--- src/rtl/maria_arb_pkg.sv ---
// Shared types and constants for the Maria bus arbiter.
package maria_arb_pkg;

  typedef enum logic [2:0] {
    ARB_IDLE     = 3'd0,
    ARB_HALT_REQ = 3'd1,
    ARB_TURN_ON  = 3'd2,
    ARB_OWNED    = 3'd3,
    ARB_TURN_OFF = 3'd4
  } arb_state_t;

  typedef enum logic [1:0] {
    OWN_NONE = 2'd0,
    OWN_DMA  = 2'd1,
    OWN_DBG  = 2'd2
  } arb_owner_t;

  localparam int unsigned GNT_DMA = 0;
  localparam int unsigned GNT_DBG = 1;

  // One-hot grant vector for a given owner.
  function automatic logic [1:0] owner_grant(input arb_owner_t owner);
    logic [1:0] g;
    g = 2'b00;
    case (owner)
      OWN_DMA: g[GNT_DMA] = 1'b1;
      OWN_DBG: g[GNT_DBG] = 1'b1;
      default: g = 2'b00;
    endcase
    return g;
  endfunction

endpackage

--- src/rtl/sat_tick_counter.sv ---
// Saturating tick counter with clear; clear wins over a same-cycle increment.
module sat_tick_counter #(
  parameter int unsigned CNT_W = 13
) (
  input  logic             clk,
  input  logic             i_reset,
  input  logic             i_en,
  input  logic             i_clr,
  output logic [CNT_W-1:0] o_count
);

  logic [CNT_W-1:0] r_count;

  always_ff @(posedge clk) begin
    if (i_reset || i_clr) begin
      r_count <= '0;
    end else if (i_en && (r_count != '1)) begin
      r_count <= r_count + CNT_W'(1);
    end
  end

  assign o_count = r_count;

endmodule

--- src/rtl/maria_bus_arbiter.sv ---
// Arbitrates the 7800 AB/DB between the 6502, Maria DMA and the debug port,
// sequencing halt, turnaround, grant and release; keeps per-line tick counts.
module maria_bus_arbiter
  import maria_arb_pkg::*;
#(
  parameter int unsigned TURN_ON_MCLK  = 2,
  parameter int unsigned TURN_OFF_MCLK = 1,
  parameter int unsigned WAIT_LIMIT    = 8,
  parameter int unsigned CNT_W         = 13
) (
  input  logic             clk_sys,
  input  logic             reset,
  input  logic             mclk0,
  input  logic             pclk1,
  input  logic             cpu_rw,
  input  logic             lrc,
  input  logic             dma_req,
  input  logic             dma_done,
  input  logic             dbg_req,
  input  logic             dbg_done,
  output logic             halt_en,
  output logic             drive_AB,
  output logic [1:0]       grant,
  output logic             wait_timeout,
  output logic [CNT_W-1:0] halted_ticks,
  output logic [CNT_W-1:0] driven_ticks
);

  localparam int unsigned WAIT_W   = $clog2(WAIT_LIMIT + 1);
  localparam int unsigned TURN_MAX = (TURN_ON_MCLK > TURN_OFF_MCLK) ? TURN_ON_MCLK : TURN_OFF_MCLK;
  localparam int unsigned TURN_W   = (TURN_MAX > 1) ? $clog2(TURN_MAX) : 1;

  arb_state_t        r_state, w_state_nxt;
  arb_owner_t        r_owner, w_owner_nxt;
  logic [WAIT_W-1:0] r_wait_cnt, w_wait_nxt;
  logic [TURN_W-1:0] r_turn_cnt, w_turn_nxt;
  logic              r_halt_en, w_halt_nxt;
  logic              r_drive, w_drive_nxt;
  logic [1:0]        r_grant, w_grant_nxt;
  logic              r_timeout, w_timeout_nxt;
  logic              w_owner_req;
  logic              w_owner_done;

  assign w_owner_req  = (r_owner == OWN_DMA) ? dma_req  : (r_owner == OWN_DBG) ? dbg_req  : 1'b0;
  assign w_owner_done = (r_owner == OWN_DMA) ? dma_done : (r_owner == OWN_DBG) ? dbg_done : 1'b0;

  always_ff @(posedge clk_sys) begin
    if (reset) begin
      r_state    <= ARB_IDLE;
      r_owner    <= OWN_NONE;
      r_wait_cnt <= '0;
      r_turn_cnt <= '0;
      r_halt_en  <= 1'b0;
      r_drive    <= 1'b0;
      r_grant    <= 2'b00;
      r_timeout  <= 1'b0;
    end else begin
      r_state    <= w_state_nxt;
      r_owner    <= w_owner_nxt;
      r_wait_cnt <= w_wait_nxt;
      r_turn_cnt <= w_turn_nxt;
      r_halt_en  <= w_halt_nxt;
      r_drive    <= w_drive_nxt;
      r_grant    <= w_grant_nxt;
      r_timeout  <= w_timeout_nxt;
    end
  end

  // Next state and next registered outputs.
  always_comb begin
    w_state_nxt   = r_state;
    w_owner_nxt   = r_owner;
    w_wait_nxt    = r_wait_cnt;
    w_turn_nxt    = r_turn_cnt;
    w_halt_nxt    = r_halt_en;
    w_drive_nxt   = r_drive;
    w_grant_nxt   = r_grant;
    w_timeout_nxt = 1'b0;

    case (r_state)
      ARB_IDLE: begin
        if (dma_req || dbg_req) begin
          w_owner_nxt = dma_req ? OWN_DMA : OWN_DBG;
          w_state_nxt = ARB_HALT_REQ;
          w_halt_nxt  = 1'b1;
          w_wait_nxt  = '0;
        end
      end

      ARB_HALT_REQ: begin
        if (!w_owner_req) begin
          w_state_nxt = ARB_IDLE;
          w_owner_nxt = OWN_NONE;
          w_halt_nxt  = 1'b0;
        end else if (pclk1) begin
          // Writes cannot be stretched; a run of them eventually forces the grant.
          if (cpu_rw) begin
            w_state_nxt = ARB_TURN_ON;
            w_turn_nxt  = '0;
          end else if (r_wait_cnt == WAIT_W'(WAIT_LIMIT)) begin
            w_timeout_nxt = 1'b1;
            w_state_nxt   = ARB_TURN_ON;
            w_turn_nxt    = '0;
          end else begin
            w_wait_nxt = r_wait_cnt + WAIT_W'(1);
          end
        end
      end

      ARB_TURN_ON: begin
        if (mclk0) begin
          if (r_turn_cnt == TURN_W'(TURN_ON_MCLK - 1)) begin
            w_state_nxt = ARB_OWNED;
            w_drive_nxt = 1'b1;
            w_grant_nxt = owner_grant(r_owner);
          end else begin
            w_turn_nxt = r_turn_cnt + TURN_W'(1);
          end
        end
      end

      ARB_OWNED: begin
        if (w_owner_done) begin
          w_state_nxt = ARB_TURN_OFF;
          w_drive_nxt = 1'b0;
          w_grant_nxt = 2'b00;
          w_turn_nxt  = '0;
        end
      end

      ARB_TURN_OFF: begin
        if (mclk0) begin
          if (r_turn_cnt == TURN_W'(TURN_OFF_MCLK - 1)) begin
            // Back-to-back hand-over keeps the CPU halted.
            if (dma_req || dbg_req) begin
              w_owner_nxt = dma_req ? OWN_DMA : OWN_DBG;
              w_state_nxt = ARB_TURN_ON;
              w_turn_nxt  = '0;
            end else begin
              w_state_nxt = ARB_IDLE;
              w_owner_nxt = OWN_NONE;
              w_halt_nxt  = 1'b0;
            end
          end else begin
            w_turn_nxt = r_turn_cnt + TURN_W'(1);
          end
        end
      end

      default: begin
        w_state_nxt = ARB_IDLE;
        w_owner_nxt = OWN_NONE;
        w_halt_nxt  = 1'b0;
        w_drive_nxt = 1'b0;
        w_grant_nxt = 2'b00;
      end
    endcase
  end

  sat_tick_counter #(.CNT_W(CNT_W)) u_halted_cnt (
    .clk     (clk_sys),
    .i_reset (reset),
    .i_en    (mclk0 & r_halt_en),
    .i_clr   (lrc),
    .o_count (halted_ticks)
  );

  sat_tick_counter #(.CNT_W(CNT_W)) u_driven_cnt (
    .clk     (clk_sys),
    .i_reset (reset),
    .i_en    (mclk0 & r_drive),
    .i_clr   (lrc),
    .o_count (driven_ticks)
  );

  assign halt_en      = r_halt_en;
  assign drive_AB     = r_drive;
  assign grant        = r_grant;
  assign wait_timeout = r_timeout;

endmodule

--- config.mk ---
export PLATFORM = sky130hd
export DESIGN_NAME = maria_bus_arbiter
export DESIGN_NICKNAME = d
export VERILOG_FILES = /design/src/rtl/maria_arb_pkg.sv /design/src/rtl/sat_tick_counter.sv /design/src/rtl/maria_bus_arbiter.sv
export SDC_FILE = /design/constraint.sdc
export NUM_CORES = 1
export LEC_CHECK = 0
export ABC_AREA = 1
export CORE_ASPECT_RATIO = 1.2
export CORE_MARGIN = 5
export CORE_UTILIZATION = 48
export DETAILED_ROUTE_END_ITERATION = 10
export PLACE_DENSITY_LB_ADDON = 0.05
export SLEW_MARGIN = 5
export SYNTH_ARGS = -nofsm -noshare
export SYNTH_HDL_FRONTEND = slang
export SYNTH_HIERARCHICAL = 1
export SYNTH_SLANG_ARGS = --single-unit
--- constraint.sdc ---
create_clock -name clk_sys -period 1.39 [get_ports clk_sys]
set_input_delay 0.417 -clock clk_sys [delete_from_list [all_inputs] [get_ports clk_sys]]
set_output_delay 0.417 -clock clk_sys [all_outputs]
set_load 0.02 [all_outputs]
**Word-level counts from Yosys, hierarchy flattened**

Index checks and enable logic that the tools add are counted.

- Register bits: 41
- Latch bits: 0
- Memory bits (writable): 0
- ROM bits: 0
- Bits of input ports: 10
- Output and inout bits: 31
- Logic and storage cells: 116
- Memories kept: 0

- Add/subtract/negate cells: 4
- Multiply operators: 0
- Div/mod/pow operators: 0
- Magnitude comparators: 0
- Equal/unequal tests: 24
- Shifts and indexed selects: 0
- Multiplexer cells: 55
- Bitwise gates (word level): 7
- Reduce and logical (&&, ||, !) cells: 16

Operators with widths:

| cell | count |
|---|---|
| $mux 3 | 10 |
| $add 13x1->13 const B | 2 |
| $ne 13x13->1 const B | 2 |
| $ne 2x2->1 const B | 12 |
| $mux 1 | 23 |
| $mux 2 | 10 |
| $mux 4 | 5 |
| $pmux 3 s5 | 1 |
| $reduce_and 6->1 | 2 |
| $pmux 1 s4 | 2 |
| $pmux 2 s4 | 1 |
| $pmux 4 s2 | 1 |
| $reduce_and 8->1 | 1 |
| $reduce_and 7->1 | 1 |
| $eq 3x2->1 const B | 2 |
| $ne 3x3->1 const B | 2 |
| $pmux 2 s3 | 1 |
| $not 1->1 | 5 |
| $reduce_and 5->1 | 1 |
| $reduce_or 5->1 | 1 |
| $add 4x1->4 const B | 1 |
| $eq 4x4->1 const B | 1 |
| $ne 4x4->1 const B | 1 |
| $reduce_and 4->1 | 1 |
| other kinds (14) | 17 |

**Longest topological paths before layout**

- Word-level depth: 6
- Gate-level depth with buffers: 10

**Hierarchy**

Netlist, hierarchy kept.

Modules (own cells, without submodules):

| module | instances | cells each | area each (um^2) |
|---|---|---|---|
| sat_tick_counter | 2 | 106 | 724.4 |
| maria_bus_arbiter | 1 | 157 | 1014.7 |

**Least setup slack after synthesis**

OpenSTA, ideal clock, no wires.

- Kind: register to register
- Start point: reg u_driven_cnt.r_count[0] (netlist: u_driven_cnt/o_count[0])
- End point: reg u_driven_cnt.r_count[11] (netlist: u_driven_cnt/o_count[11])
- Data arrival time: 1.363 ns
- Slack: -0.088 ns
- Stages on the path, launching flop included: 8
- Buffers on the path: 1
- Clock period less this slack: 1.478 ns
- Cell sequence: dfxtp_1 ha_1 inv_2 nor2_4 nand4_4 buf_6 a21oi_1 nor2_1

- Longest elaborated chain between the ends: 2
- Elaborated cells on any way between the ends: 3
- Those cells by class: add/sub: 1; eq/ne: 1; reduce/logical: 1

Ends and longest elaborated chain:

| what | RTL line | source |
|---|---|---|
| from (decl) | sat_tick_counter.sv:12 | `logic [CNT_W-1:0] r_count;` |
| from (signal assigned) | sat_tick_counter.sv:18 | `r_count <= r_count + CNT_W'(1);` |
| parallel branches: the longest is 2 deep, another holds $add 13x1->13 | - |  |

Parallel ways; which one is timed is not known.
A chain may end at the register's enable or synchronous reset.

**Worst setup path after layout**

- Start point: reg r_state[0]
- End point: reg r_state[0]

- Longest elaborated chain between the ends: 3
- Elaborated cells on any way between the ends: 15
- Those cells by class: eq/ne: 12; mux: 1; reduce/logical: 2

Ends and longest elaborated chain:

| what | RTL line | source |
|---|---|---|
| from (decl) | maria_bus_arbiter.sv:33 | `arb_state_t r_state, w_state_nxt;` |
| from (signal assigned) | maria_bus_arbiter.sv:58 | `r_state <= w_state_nxt;` |
| $eq 3x1->1, or another cell as far along | maria_bus_arbiter.sv:80 | `case (r_state)` |
| $ne 4x4->1 (no line), or another cell as far along | - |  |
| $reduce_and 8->1 (no line) | - |  |

Parallel ways exist; a longest one is shown, timed or not.

==> metrics.md <==
| Metric | Value |
|---|---|
| Outcome | `finished with violations` |
| Failing checks | `negative setup slack` |
| Post-Synthesis Cells | `~370` |
| Most common cell after layout, fill and taps aside | `nand2_1` |
| Sum Neg Setup Slack | `-0.00824 ns` |
| Max Cap Viol | `0` |
| Multi-input gate area | `between 1500 and 2000 um^2` |
| CTS tree | `yes` |
| M2 GR Usage | `0.378` |
| Die W | `75.4 um` |
| Min cycle time layout | `~1.4 ns` |
| Hold_buf cts | `0` |
| Sequential area share after synthesis | `0.333` |
| N_diodes | `0` |
| Startpoint types | `flip-flop` |
| Routed via count | `between 2000 and 3000` |
| Met1 Track Usage GR | `0.226` |
| FP Rows | `28` |
| Sink Count | `41` |
| DRT iter0 DRCs | `89` |
| Die area | `6670 um^2` |
| Peak VDD IR | `1.01 mV` |
| Drt wl/cell | `approximately 12 um` |
| Top cells by area, synth | `dfxtp_1 (33%), nand2_1 (13%), nor2_1 (9.3%), nand3_1 (8.5%), a21oi_1 (6.5%)` |
| Least-Margin Pin Slew | `0.220 ns` |
| Hold/Removal Path Class | `in -> reg` |
| Syn Nets | `about 380` |
| Detail Route Antenna Nets | `0` |
| First-pass GRT wire length | `around 11 mm` |
| Most frequent cells in the layout | `nand2_1 (76), buf_4 (60), nor2_1 (49)` |
| Vias/cell | `just under 5` |
| Area growth, synth to finish | `49.1%` |
| Largest net degree at the start of global routing | `19` |
| Number of library cell types mapped by synthesis | `28` |
| Total track usage | `0.202` |
| Number of enable flip-flop cells after synthesis | `0` |
| Clk Latency, worst-skew pair | `about 0.30 ns` |
| Setup WS pre-CTS | `-0.451 ns` |
| Final HPWL DP | `4.85 mm` |
| Clk slew on worst S/H paths | `approximately 0.080 ns` |
| Drt total wl | `approximately 6.5 mm` |
| Met3 GRT Util | `0.0250` |
| GRT overflow | `0` |
| Initial antenna violation count | `0` |
| Final hold vios | `0` |
| Setup violations, final | `1` |
| DRC violations left | `0` |
| Power Density | `1120 nW/um^2` |
| Layout fillers | `~420` |
| CP Capture Type | `flip-flop` |
| Largest fanout on the critical path | `6` |
| Crit share post-route | `1.01` |
| Core ar. | `about 5000 um^2` |
| Max_slew headroom | `0.852` |
| Initial Util | `0.495` |
| Avg Inst Size Synth | `~6.7 um^2` |
| FF+latch count, synth | `about 40` |
| Arrival time worst endpoint | `approximately 1.6 ns` |
| FFs w/ async S/R, synth | `0` |
| Port-buffer cells | `40` |
| Deepest clock path buffer count | `2` |
| Layout Skew | `around 0.0019 ns` |
| Kind of critical path | `reg -> reg` |
| Yosys top cell area share | `0.333` |
| Final GP Congestion | `about 0.87` |
| Clock root buffer | `clkbuf_8` |
| # H-tree levels | `2` |
| Top Usage Layer GRT | `met2` |
| Final Max Tran Viols | `0` |
| Router iterations before antenna repair | `4` |
| Nets | `~500` |
| YS warnings | `6` |
| Yosys top cell by area | `dfxtp_1` |
| Register area | `~850 um^2` |
| Post-synth top flop | `dfxtp_1` |
| Die H | `88.5 um` |
| Number of global-route vias before repair | `between 2000 and 2500` |
| TritonCTS buffer count | `5` |
| Lkg Pwr | `around 1.6 nW` |
| Final setup margin | `-0.00824 ns` |
| Data required, critical path | `between 1.5 and 2 ns` |
| Synthesized cell area | `around 2500 um^2` |
| Max Clock Freq | `roughly 720 MHz` |
| Io pins | `a little over 40` |
| Unrepaired setup endpoints after global routing | `true` |
| Share of cells above drive strength 1 | `0.438` |
cells in the mapped netlist (2+ instances only):
cell type / count
nand2_2: 9
inv_1: 38
nor2_2: 12
nand4_1: 4
nand2_4: 2
a21boi_0: 2
nand3_1: 42
dfxtp_1: 41
buf_6: 6
nand4_4: 2
nand2_1: 85
nor2_1: 61
buf_4: 3
nor2_4: 7
nand3b_1: 2
a21oi_1: 32
inv_2: 4
nand3_2: 3
ha_1: 4
o21ai_1: 2
power by group:
part           switching, mW  internal (mW)
combinational          0.989          0.712
clock                  0.433          0.584
sequential             0.107           1.28
through the flow:
stage	instance area, um^2	power [mW]	utilization	instances	hold WS (ns)
6_report	3670	4.10	0.738	535	0.429
5_1_grt	3670	4.39	0.738	535	0.446
4_1_cts	3490	3.94	0.702	531	0.472
3_5_place_dp	3340	2.90	0.671	523	0.457
3_3_place_gp	3340	2.87	0.671	523	0.454
2_1_floorplan	2470	2.36	-	369	0.462
layer usage:
layer,up-vias,wire (um),share of wire
met5,-,0,0
met4,0,168,0.026
met3,17,215,0.033
met2,40,3490,0.53
met1,1210,2660,0.41
li1,1377,-,-
logic make-up (layout without fill, tap and decap cells):
kind of cell               Yosys count  after routing  share of synthesized area
xor gates and xnor gates             2              2                    0.00711
DFF                                 41             41                      0.333
AOI/OAI and AO/OA                   39             39                     0.0833
and+or+nand+nor                    231            231                      0.453
buffers and inverters               52            158                      0.103
adders and majority gates            4              4                     0.0203
registers in the layout (all words and copies together), names as in the netlist:
name	flops
drive_AB	1
r_wait_cnt	4
r_state	3
u_halted_cnt/o_count	13
u_driven_cnt/o_count	13
r_turn_cnt	1
halt_en	1
wait_timeout	1
r_owner	2
grant	2
worst max-delay path, stage by stage, from the launching register on:
cell and delay (ns):
dfxtp_2 0.34, buf_6 0.12, nor2_4 0.15, nand4_1 0.19, nand3_1 0.17, nor2_2 0.05, nand2_2 0.11, nand2_1 0.07
nand2_1 0.07, nor2_2 0.03
final timing paths:
| path | start | endpoint | slack [ns] | depth (start not counted) |
|---|---|---|---|---|
| setup / recovery | r_state[0] | r_state[0] | -0.008 | 9 |
| hold / removal | pclk1 | wait_timeout | 0.43 | 3 |
| setup reg to reg | r_state[0] | r_state[0] | -0.008 | 9 |
| hold reg to reg | grant[1] | grant[1] | 0.49 | 2 |
what timing repair did:
action	in CTS	in global routing
cloned	0	1
pin swaps	7	27
gates resized for setup	91	90
setup endpoints to repair	56	57
setup buffers	0	3
layout make-up:
class                      instances  area share
inverter                          43      0.0446
sequential                        41       0.231
clock inverter                     2      0.0102
clock buffer                       6      0.0225
timing repair buffer             107       0.235
multi-input combinational        276       0.436
tap                               60      0.0204
Power figures use the tool's default switching activity.
